## src/rtl/histeq_frame_ctrl.sv

```systemverilog
// Frame sequencer for histogram equalization: clear RAM, histogram
// pass, CDF/LUT build, mapped write-back pass, sticky interrupt.
module histeq_frame_ctrl #(
  parameter int unsigned HIST_BINS      = 256,
  parameter logic [31:0] TIMEOUT_CYCLES = 32'd16777216
) (
  input  logic        i_clk,
  input  logic        i_reset_n,
  input  logic        i_start,
  input  logic        i_abort,
  input  logic [31:0] i_src_addr,
  input  logic [31:0] i_dst_addr,
  output logic        o_rd_start,
  output logic [31:0] o_rd_addr,
  input  logic        i_rd_done,
  output logic        o_hist_clear,
  output logic        o_lut_en,
  output logic        o_cdf_start,
  input  logic        i_cdf_done,
  output logic        o_wr_start,
  output logic [31:0] o_wr_addr,
  input  logic        i_wr_done,
  output logic        o_busy,
  output logic        o_intr,
  input  logic        i_intr_ack,
  output logic        o_error,
  output logic [2:0]  o_state,
  output logic [15:0] o_frame_cnt
);

  localparam int BW = (HIST_BINS > 1) ? $clog2(HIST_BINS) : 1;
  localparam logic [BW-1:0] BIN_LAST = BW'(HIST_BINS - 1);

  typedef enum logic [2:0] {
    S_IDLE  = 3'd0,
    S_CLEAR = 3'd1,
    S_PASS1 = 3'd2,
    S_CDF   = 3'd3,
    S_PASS2 = 3'd4,
    S_DONE  = 3'd5,
    S_ERROR = 3'd6
  } state_t;

  state_t      state;
  state_t      next_state;
  logic        start_q;
  logic [BW-1:0] bin_cnt;
  logic [31:0] wdog;
  logic        rd_flag;
  logic        wr_flag;
  logic        p2_rd;
  logic        rd_start;
  logic        cdf_start;
  logic        wr_start;
  logic        intr;
  logic        error;
  logic [15:0] frame_cnt;
  logic [31:0] src_q;
  logic [31:0] dst_q;

  logic start_edge;
  logic wait_st;
  logic wd_hit;
  logic rd_hit;
  logic wr_hit;
  logic done_set;
  logic err_set;

  always_comb begin
    start_edge = i_start & ~start_q;
    wait_st    = (state == S_PASS1) || (state == S_CDF) ||
                 (state == S_PASS2);
    wd_hit     = (TIMEOUT_CYCLES != 32'd0) &&
                 (wdog == TIMEOUT_CYCLES - 32'd1);
    // pass-2 read done only counts once its own start went out
    rd_hit     = rd_flag | (i_rd_done & p2_rd);
    wr_hit     = wr_flag | i_wr_done;
    done_set   = (state == S_DONE) && !i_abort;
    err_set    = (state == S_ERROR) && !i_abort;
    next_state = state;
    unique case (state)
      S_IDLE:  if (start_edge) next_state = S_CLEAR;
      S_CLEAR: if (bin_cnt == BIN_LAST) next_state = S_PASS1;
      S_PASS1: begin
        if (i_rd_done)   next_state = S_CDF;
        else if (wd_hit) next_state = S_ERROR;
      end
      S_CDF: begin
        if (i_cdf_done)  next_state = S_PASS2;
        else if (wd_hit) next_state = S_ERROR;
      end
      S_PASS2: begin
        if (rd_hit && wr_hit) next_state = S_DONE;
        else if (wd_hit)      next_state = S_ERROR;
      end
      S_DONE:  next_state = S_IDLE;
      S_ERROR: next_state = S_IDLE;
      default: next_state = S_IDLE;
    endcase
    if (i_abort) next_state = S_IDLE;
  end

  always_ff @(posedge i_clk or negedge i_reset_n) begin
    if (!i_reset_n) begin
      state     <= S_IDLE;
      start_q   <= 1'b0;
      bin_cnt   <= '0;
      wdog      <= '0;
      rd_flag   <= 1'b0;
      wr_flag   <= 1'b0;
      p2_rd     <= 1'b0;
      rd_start  <= 1'b0;
      cdf_start <= 1'b0;
      wr_start  <= 1'b0;
      intr      <= 1'b0;
      error     <= 1'b0;
      frame_cnt <= '0;
      src_q     <= '0;
      dst_q     <= '0;
    end else begin
      state     <= next_state;
      start_q   <= i_start;
      rd_start  <= 1'b0;
      cdf_start <= 1'b0;
      wr_start  <= 1'b0;
      bin_cnt   <= (state == S_CLEAR) ? bin_cnt + 1'b1 : '0;
      if (next_state != state || !wait_st) wdog <= '0;
      else                                 wdog <= wdog + 32'd1;
      if (state == S_IDLE && next_state == S_CLEAR) begin
        src_q <= i_src_addr;
        dst_q <= i_dst_addr;
      end
      if (state != S_PASS1 && next_state == S_PASS1)
        rd_start <= 1'b1;
      if (state != S_CDF && next_state == S_CDF)
        cdf_start <= 1'b1;
      // writer is armed first, reader follows one cycle later
      if (state != S_PASS2 && next_state == S_PASS2)
        wr_start <= 1'b1;
      if (state == S_PASS2 && next_state == S_PASS2 && !p2_rd) begin
        rd_start <= 1'b1;
        p2_rd    <= 1'b1;
      end
      if (next_state != S_PASS2) begin
        p2_rd   <= 1'b0;
        rd_flag <= 1'b0;
        wr_flag <= 1'b0;
      end else if (state == S_PASS2) begin
        if (i_rd_done && p2_rd) rd_flag <= 1'b1;
        if (i_wr_done)          wr_flag <= 1'b1;
      end
      if (done_set) frame_cnt <= frame_cnt + 16'd1;
      if (done_set || err_set) intr <= 1'b1;
      else if (i_intr_ack)     intr <= 1'b0;
      if (err_set)
        error <= 1'b1;
      else if (state == S_IDLE && next_state == S_CLEAR)
        error <= 1'b0;
    end
  end

  assign o_state      = state;
  assign o_busy       = (state != S_IDLE);
  assign o_hist_clear = (state == S_CLEAR);
  assign o_lut_en     = (state == S_PASS2);
  assign o_rd_start   = rd_start;
  assign o_cdf_start  = cdf_start;
  assign o_wr_start   = wr_start;
  assign o_rd_addr    = src_q;
  assign o_wr_addr    = dst_q;
  assign o_intr       = intr;
  assign o_error      = error;
  assign o_frame_cnt  = frame_cnt;

endmodule

```

## config.mk

```make
export PLATFORM = sky130hd
export DESIGN_NAME = histeq_frame_ctrl
export DESIGN_NICKNAME = d
export VERILOG_FILES = /design/src/rtl/histeq_frame_ctrl.sv
export SDC_FILE = /design/constraint.sdc
export NUM_CORES = 1
export LEC_CHECK = 0
export CAP_MARGIN = 5
export CORE_UTILIZATION = 50
export DETAILED_ROUTE_END_ITERATION = 10
export PLACE_DENSITY = 0.91
export SLEW_MARGIN = 15
export SYNTH_ARGS = -nofsm -noshare
export SYNTH_HDL_FRONTEND = slang
export SYNTH_SLANG_ARGS = --single-unit
```

## constraint.sdc

```tcl
create_clock -name i_clk -period 5.4 [get_ports i_clk]
set_clock_uncertainty 0.15 [all_clocks]
set_input_delay 1.08 -clock i_clk [delete_from_list [all_inputs] [get_ports i_clk]]
set_output_delay 1.08 -clock i_clk [all_outputs]
set_load 0.02 [all_outputs]
```

[Word level (Yosys, flattened, before mapping)]
Index checks and enable logic that the tools add are counted.
Storage, ports and cells
  register bits: 132
  logic and storage cells: 93
  bits of input ports: 72
  output and inout bits: 91
Operators by class
  bitwise gates (word level): 5
  multiplexer cells: 26
  equal/unequal tests: 17
  add/sub/neg operators: 3
  reduce and logical (&&, ||, !) cells: 27
Operators with widths (number)
  32-bit by 1-bit adder with 32-bit output (second input constant): 1
  32-bit by 24-bit equality test with 1-bit output (second input constant): 1
  32-bit two-way mux: 1
  3-bit two-way mux: 7
  16-bit by 1-bit adder with 16-bit output (second input constant): 1
  1-bit two-way mux: 16
  3-bit case mux with 5 select lines: 1
  3-bit by 2-bit equality test with 1-bit output (second input constant): 4
  3-bit equality test (second input constant): 4
  2-bit nonzero test: 6
  1-bit logical AND: 10
  8-bit by 1-bit adder with 8-bit output (second input constant): 1
  8-bit equality test (second input constant): 1
  8-bit two-way mux: 1
  3-bit by 1-bit equality test with 1-bit output (second input constant): 2
  3-bit by 2-bit inequality test with 1-bit output (second input constant): 2
  3-bit inequality test (second input constant): 2
  1-bit logical OR: 4
  2-bit AND reduction: 2
  1-bit zero test: 3
  3-bit zero test: 1
  3-bit inequality test: 1
  3-bit nonzero test: 1
  1-bit bitwise AND: 2
  other kinds (2): 3

[Depth between registers and ports, before layout]
  word-level depth: 11
  mapped depth: 10
  mapped depth without buffers: 7

[Least setup slack after synthesis]
OpenSTA, ideal clock, no wires.
  path kind: input to register
  start point: input port i_start
  end point: register src_q[19] (netlist: o_rd_addr[19])
  stages on the path: 8
  data required time: 5.125 ns
  arrival time: 2.667 ns
  path buffers: 2
  library setup time: 0.125 ns
  slack: 2.458 ns
  cells stage by stage: or3b_1 a211oi_1 a211oi_1 o22ai_4 nand2b_2 buf_6 buf_6 mux2_4
Between the ends
  word-level cells in the longest chain between the ends: 6
Ends and longest elaborated chain
  start: declaration: line 9  | input logic i_start,
  1-bit bitwise AND: line 70  | start_edge = i_start & ~start_q;
  3-bit two-way mux: line 82  | S_IDLE: if (start_edge) next_state = S_CLEAR;
  3-bit case mux with 5 select lines: line 81  | unique case (state)
  3-bit two-way mux: line 100  | if (i_abort) next_state = S_IDLE;
  named net next_state[0]: line 45  | state_t next_state;
  3-bit by 1-bit equality test with 1-bit output: line 129  | if (state == S_IDLE && next_state == S_CLEAR) begin
  1-bit logical AND: line 129
  end signal: assignment: line 130  | src_q <= i_src_addr;
  end: declaration: line 58  | logic [31:0] src_q;
The timed path passes the listed nets, and every way through them passes these cells.
A chain may end at the register's enable or synchronous reset.

[Worst setup path in the final report]
  start point: register state[0] (netlist: o_state[0])
  end point: output port o_hist_clear
Between the ends
  word-level cells in the longest chain between the ends: 1
Ends and longest elaborated chain
  start: declaration: line 44  | state_t state;
  start signal: assignment: line 121  | state <= next_state;
  3-bit by 1-bit equality test with 1-bit output: line 164  | assign o_hist_clear = (state == S_CLEAR);
  end: declaration: line 16  | output logic o_hist_clear,
Every way passes these cells.

==> reports/metrics.cfg <==
[outcome]
status = complete, but fails checks
violations = DRC

[clocking]
holdBufCountCts = 0
cts_resized = 0
insertion_delay_ns = 0.42
cts.sinks = 132
cts_max_path_buffers = 2
cts_tree = done
post_cts_buffers = 0
cts_root_buffer = clkbuf_16
cts_buffers = 17
h-tree-depth = 4
clk_pin_slew_ns = 0.06

[yosys]
synth_top_area_share_pct = 55.88
ys_dominant_reg_cell = dfrtp_1
syn_area_sq_mm = 0.005911
synth_nets = 539
ys_types = 47
synth_seq_area_share_pct = 55.88
synth_cells = 464
yosysTopAreaCell = dfrtp_1
avgSynthCellArea_sq_um = 12.74
synth-async-reset-ratio_pct = 100.0
synth_seq_cells = 132
ys_warn_count = 0
synth_edf_count = 0
yosys-top-cells-area = dfrtp_1, mux2_4, xnor2_1

[global_routing]
grt_usage_pct = 24.35
grt_first_pass_wirelength_um = 23120
grt_pass1_vias = 4399
antenna_found_initial = 0
gr-total-overflow = 0
grt_max_degree = 66

[placed_design]
pre_cts_ws_ns = 1.308
dp.cells = 753
hpwl_um = 9920
gp_congestion = 0.8370
io_buffer_count = 162

[layout]
stdcell_count = 785
areaGrowthSynthToFinish_pct = 37.83
multiInputGateArea_sq_mm = 0.002452
fillers = 706
nets = 704
diodes = 0
drive_above_1_share_pct = 16.67
seq_area_sq_mm = 0.003303

[routing]
first_pass_iters = 10
ant_nets = 0
vias_per_cell = 5.390
wl_per_cell_um = 18.30
wirelength_um = 14360
drc = 8
vias = 4231
drtIter0Drc = 291

[pwr]
p_comb_share_pct = 25.3
p_sw_share_pct = 28.88
leakage_uw = 0.003557
internal_power_uw = 2154
peakVddDrop_mv = 0.3523
clkPwrFrac_pct = 34.7
power_uw = 3029
pwr-share-seq_pct = 40.0
power_density_mw_per_mm2 = 371.8
switchingPower_uw = 874.7

[setup_path]
crit_family = buffers and inverters
crit_buf_inv = 2
crit_cells = 3
r2r-start = o_state[1]$_DFF_PN0_
critPathSlowestCell = dfrtp_1
start_kind = flop
required_ns = 4.17
cp-startpoint = o_state[0]$_DFF_PN0_
cp-end-kind = output pin
critPathKind = reg -> out
ff2ff_path_depth = 7
cp.arrival_ns = 2.53
critPathMaxStageDelay_ns = 0.73
r2r_end = o_rd_addr[12]$_DFFE_PN0P_
worstPathCellList = or3b_1 -> inv_1 -> clkdlybuf4s50_1
critPathMaxFanout = 18
ff2ff_setup_slack_ns = 2.04
crit_path_end = o_hist_clear

[sta]
worst_slack_ns = 1.636
fin_setup_tns_ns = 0
fmax_mhz = 265.7
tightest_slew_ns = 1.097
rsz0062_at_grt = false
hold_ws_ns = 0.3068
drv_slew = 0
relSlewSlack_pct = 26.83
hold_violations = 0
period_needed_ns = 3.764
fin_crit_sh_pct = 69.70
setup_violations = 0

[floorplan]
num_rows = 39
die_h_um = 110.7
core_area_sq_mm = 0.01147
pin_count = 163
die_x_um = 110.7
die_area_sq_mm = 0.01226
start_util_pct = 51.54

[job]
drv_cap = 0

[worst_hold_path]
holdCritPathClass = reg -> reg

-- cells in the mapped netlist, types with 5 or more instances --
| cell type | instances |
|---|---|
| dfrtp_1 | 132 |
| nand3_1 | 22 |
| nand4_1 | 10 |
| xnor2_1 | 28 |
| buf_6 | 8 |
| clkbuf_1 | 5 |
| xor2_1 | 24 |
| and3_1 | 15 |
| nand2_1 | 24 |
| nor2_1 | 53 |
| a21oi_1 | 5 |
| and4_1 | 9 |
| inv_1 | 6 |
| mux2_4 | 49 |
| mux2_2 | 16 |
-- how the worst min path moves through the flow --
stage	startpoint	endpoint	slack, ns	cells past startpoint
after CTS	bin_cnt[0]$_DFF_PN0_	bin_cnt[0]$_DFF_PN0_	0.31	1
after detailed placement	bin_cnt[0]$_DFF_PN0_	bin_cnt[0]$_DFF_PN0_	0.30	1
final	bin_cnt[0]$_DFF_PN0_	bin_cnt[0]$_DFF_PN0_	0.31	1
after global placement	bin_cnt[0]$_DFF_PN0_	bin_cnt[0]$_DFF_PN0_	0.29	1
after global routing	bin_cnt[0]$_DFF_PN0_	bin_cnt[0]$_DFF_PN0_	0.33	1
after floorplan	bin_cnt[0]$_DFF_PN0_	bin_cnt[0]$_DFF_PN0_	0.27	1
-- placed cells by master (no fill, tap or decap), drive strengths merged, types with 2 or more instances in the layout --
master / netlist / routed
xor2: 24 / 24
xnor2: 28 / 28
a31oi: 4 / 4
mux2: 65 / 65
nand2: 24 / 24
buf: 13 / 4
dfrtp: 132 / 132
or3b: 4 / 4
clkbuf: 6 / 17
nor3: 5 / 5
and3: 15 / 15
a211oi: 2 / 2
clkdlybuf4s50: 0 / 161
and2: 6 / 6
nor4: 2 / 2
a21oi: 6 / 6
nor2: 53 / 53
inv: 6 / 12
nand3: 22 / 22
ha: 3 / 3
clkinv: 0 / 5
nand2b: 3 / 3
nand4: 10 / 10
or3: 2 / 2
clkinvlp: 0 / 4
o21ai: 6 / 6
and4: 9 / 9
-- power groups by stage --
stage	logic (uW)	registers [uW]	clock network (uW)
floorplan	216	1370	0
global placement	746	1210	0
detailed placement	765	1230	0
CTS	771	1210	1070
global route	795	1230	1110
finish	767	1210	1050
-- kinds of logic (layout without fill, tap and decap cells) --
group                    after synthesis  count (layout)  synth area share [%]
buffers and inverters                 25             203                 2.710
XOR/XNOR                              52              52                 7.705
adder cells (fa/ha/maj)                3               3                0.6351
multiplexers                          65              65                 15.50
AND/OR/NAND/NOR                      161             161                 14.29
flip-flops                           132             132                 55.88
AO/OA/AOI/OAI                         26              26                 3.281
-- through the flow --
| step | util [%] | instance area (sq um) |
|---|---|---|
| 3_3_place_gp | 66.26 | 7599 |
| 6_report | 71.04 | 8147 |
| 4_1_cts | 71.04 | 8147 |
| 2_1_floorplan | - | 5911 |
| 5_1_grt | 71.04 | 8147 |
| 3_5_place_dp | 66.26 | 7599 |
-- flip-flops by register name, indices dropped and copies added (netlist names) --
name and count:
o_frame_cnt 16, o_error 1, o_intr 1, p2_rd 1
start_q 1, bin_cnt 8, o_rd_start 1, o_rd_addr 32
o_wr_addr 32, o_wr_start 1, rd_flag 1, wr_flag 1
o_state 3, wdog 32, o_cdf_start 1
-- per-layer routing --
layer,vias up,GRT usage (%),wire length [um]
met5,-,0,0
met4,0,8.267,177
met3,12,6.397,766
met2,150,41.90,7381
met1,2127,29.67,6036
li1,1942,-,-
-- layout make-up --
class | count | area share [%]
Tap cell | 143 | 2.196
Sequential cell | 132 | 40.55
Multi-Input combinational cell | 307 | 30.10
Clock inverter | 15 | 1.505
Timing Repair Buffer | 165 | 20.15
Clock buffer | 17 | 5.222
Inverter | 6 | 0.2765
(Power assumes the default switching activity.)
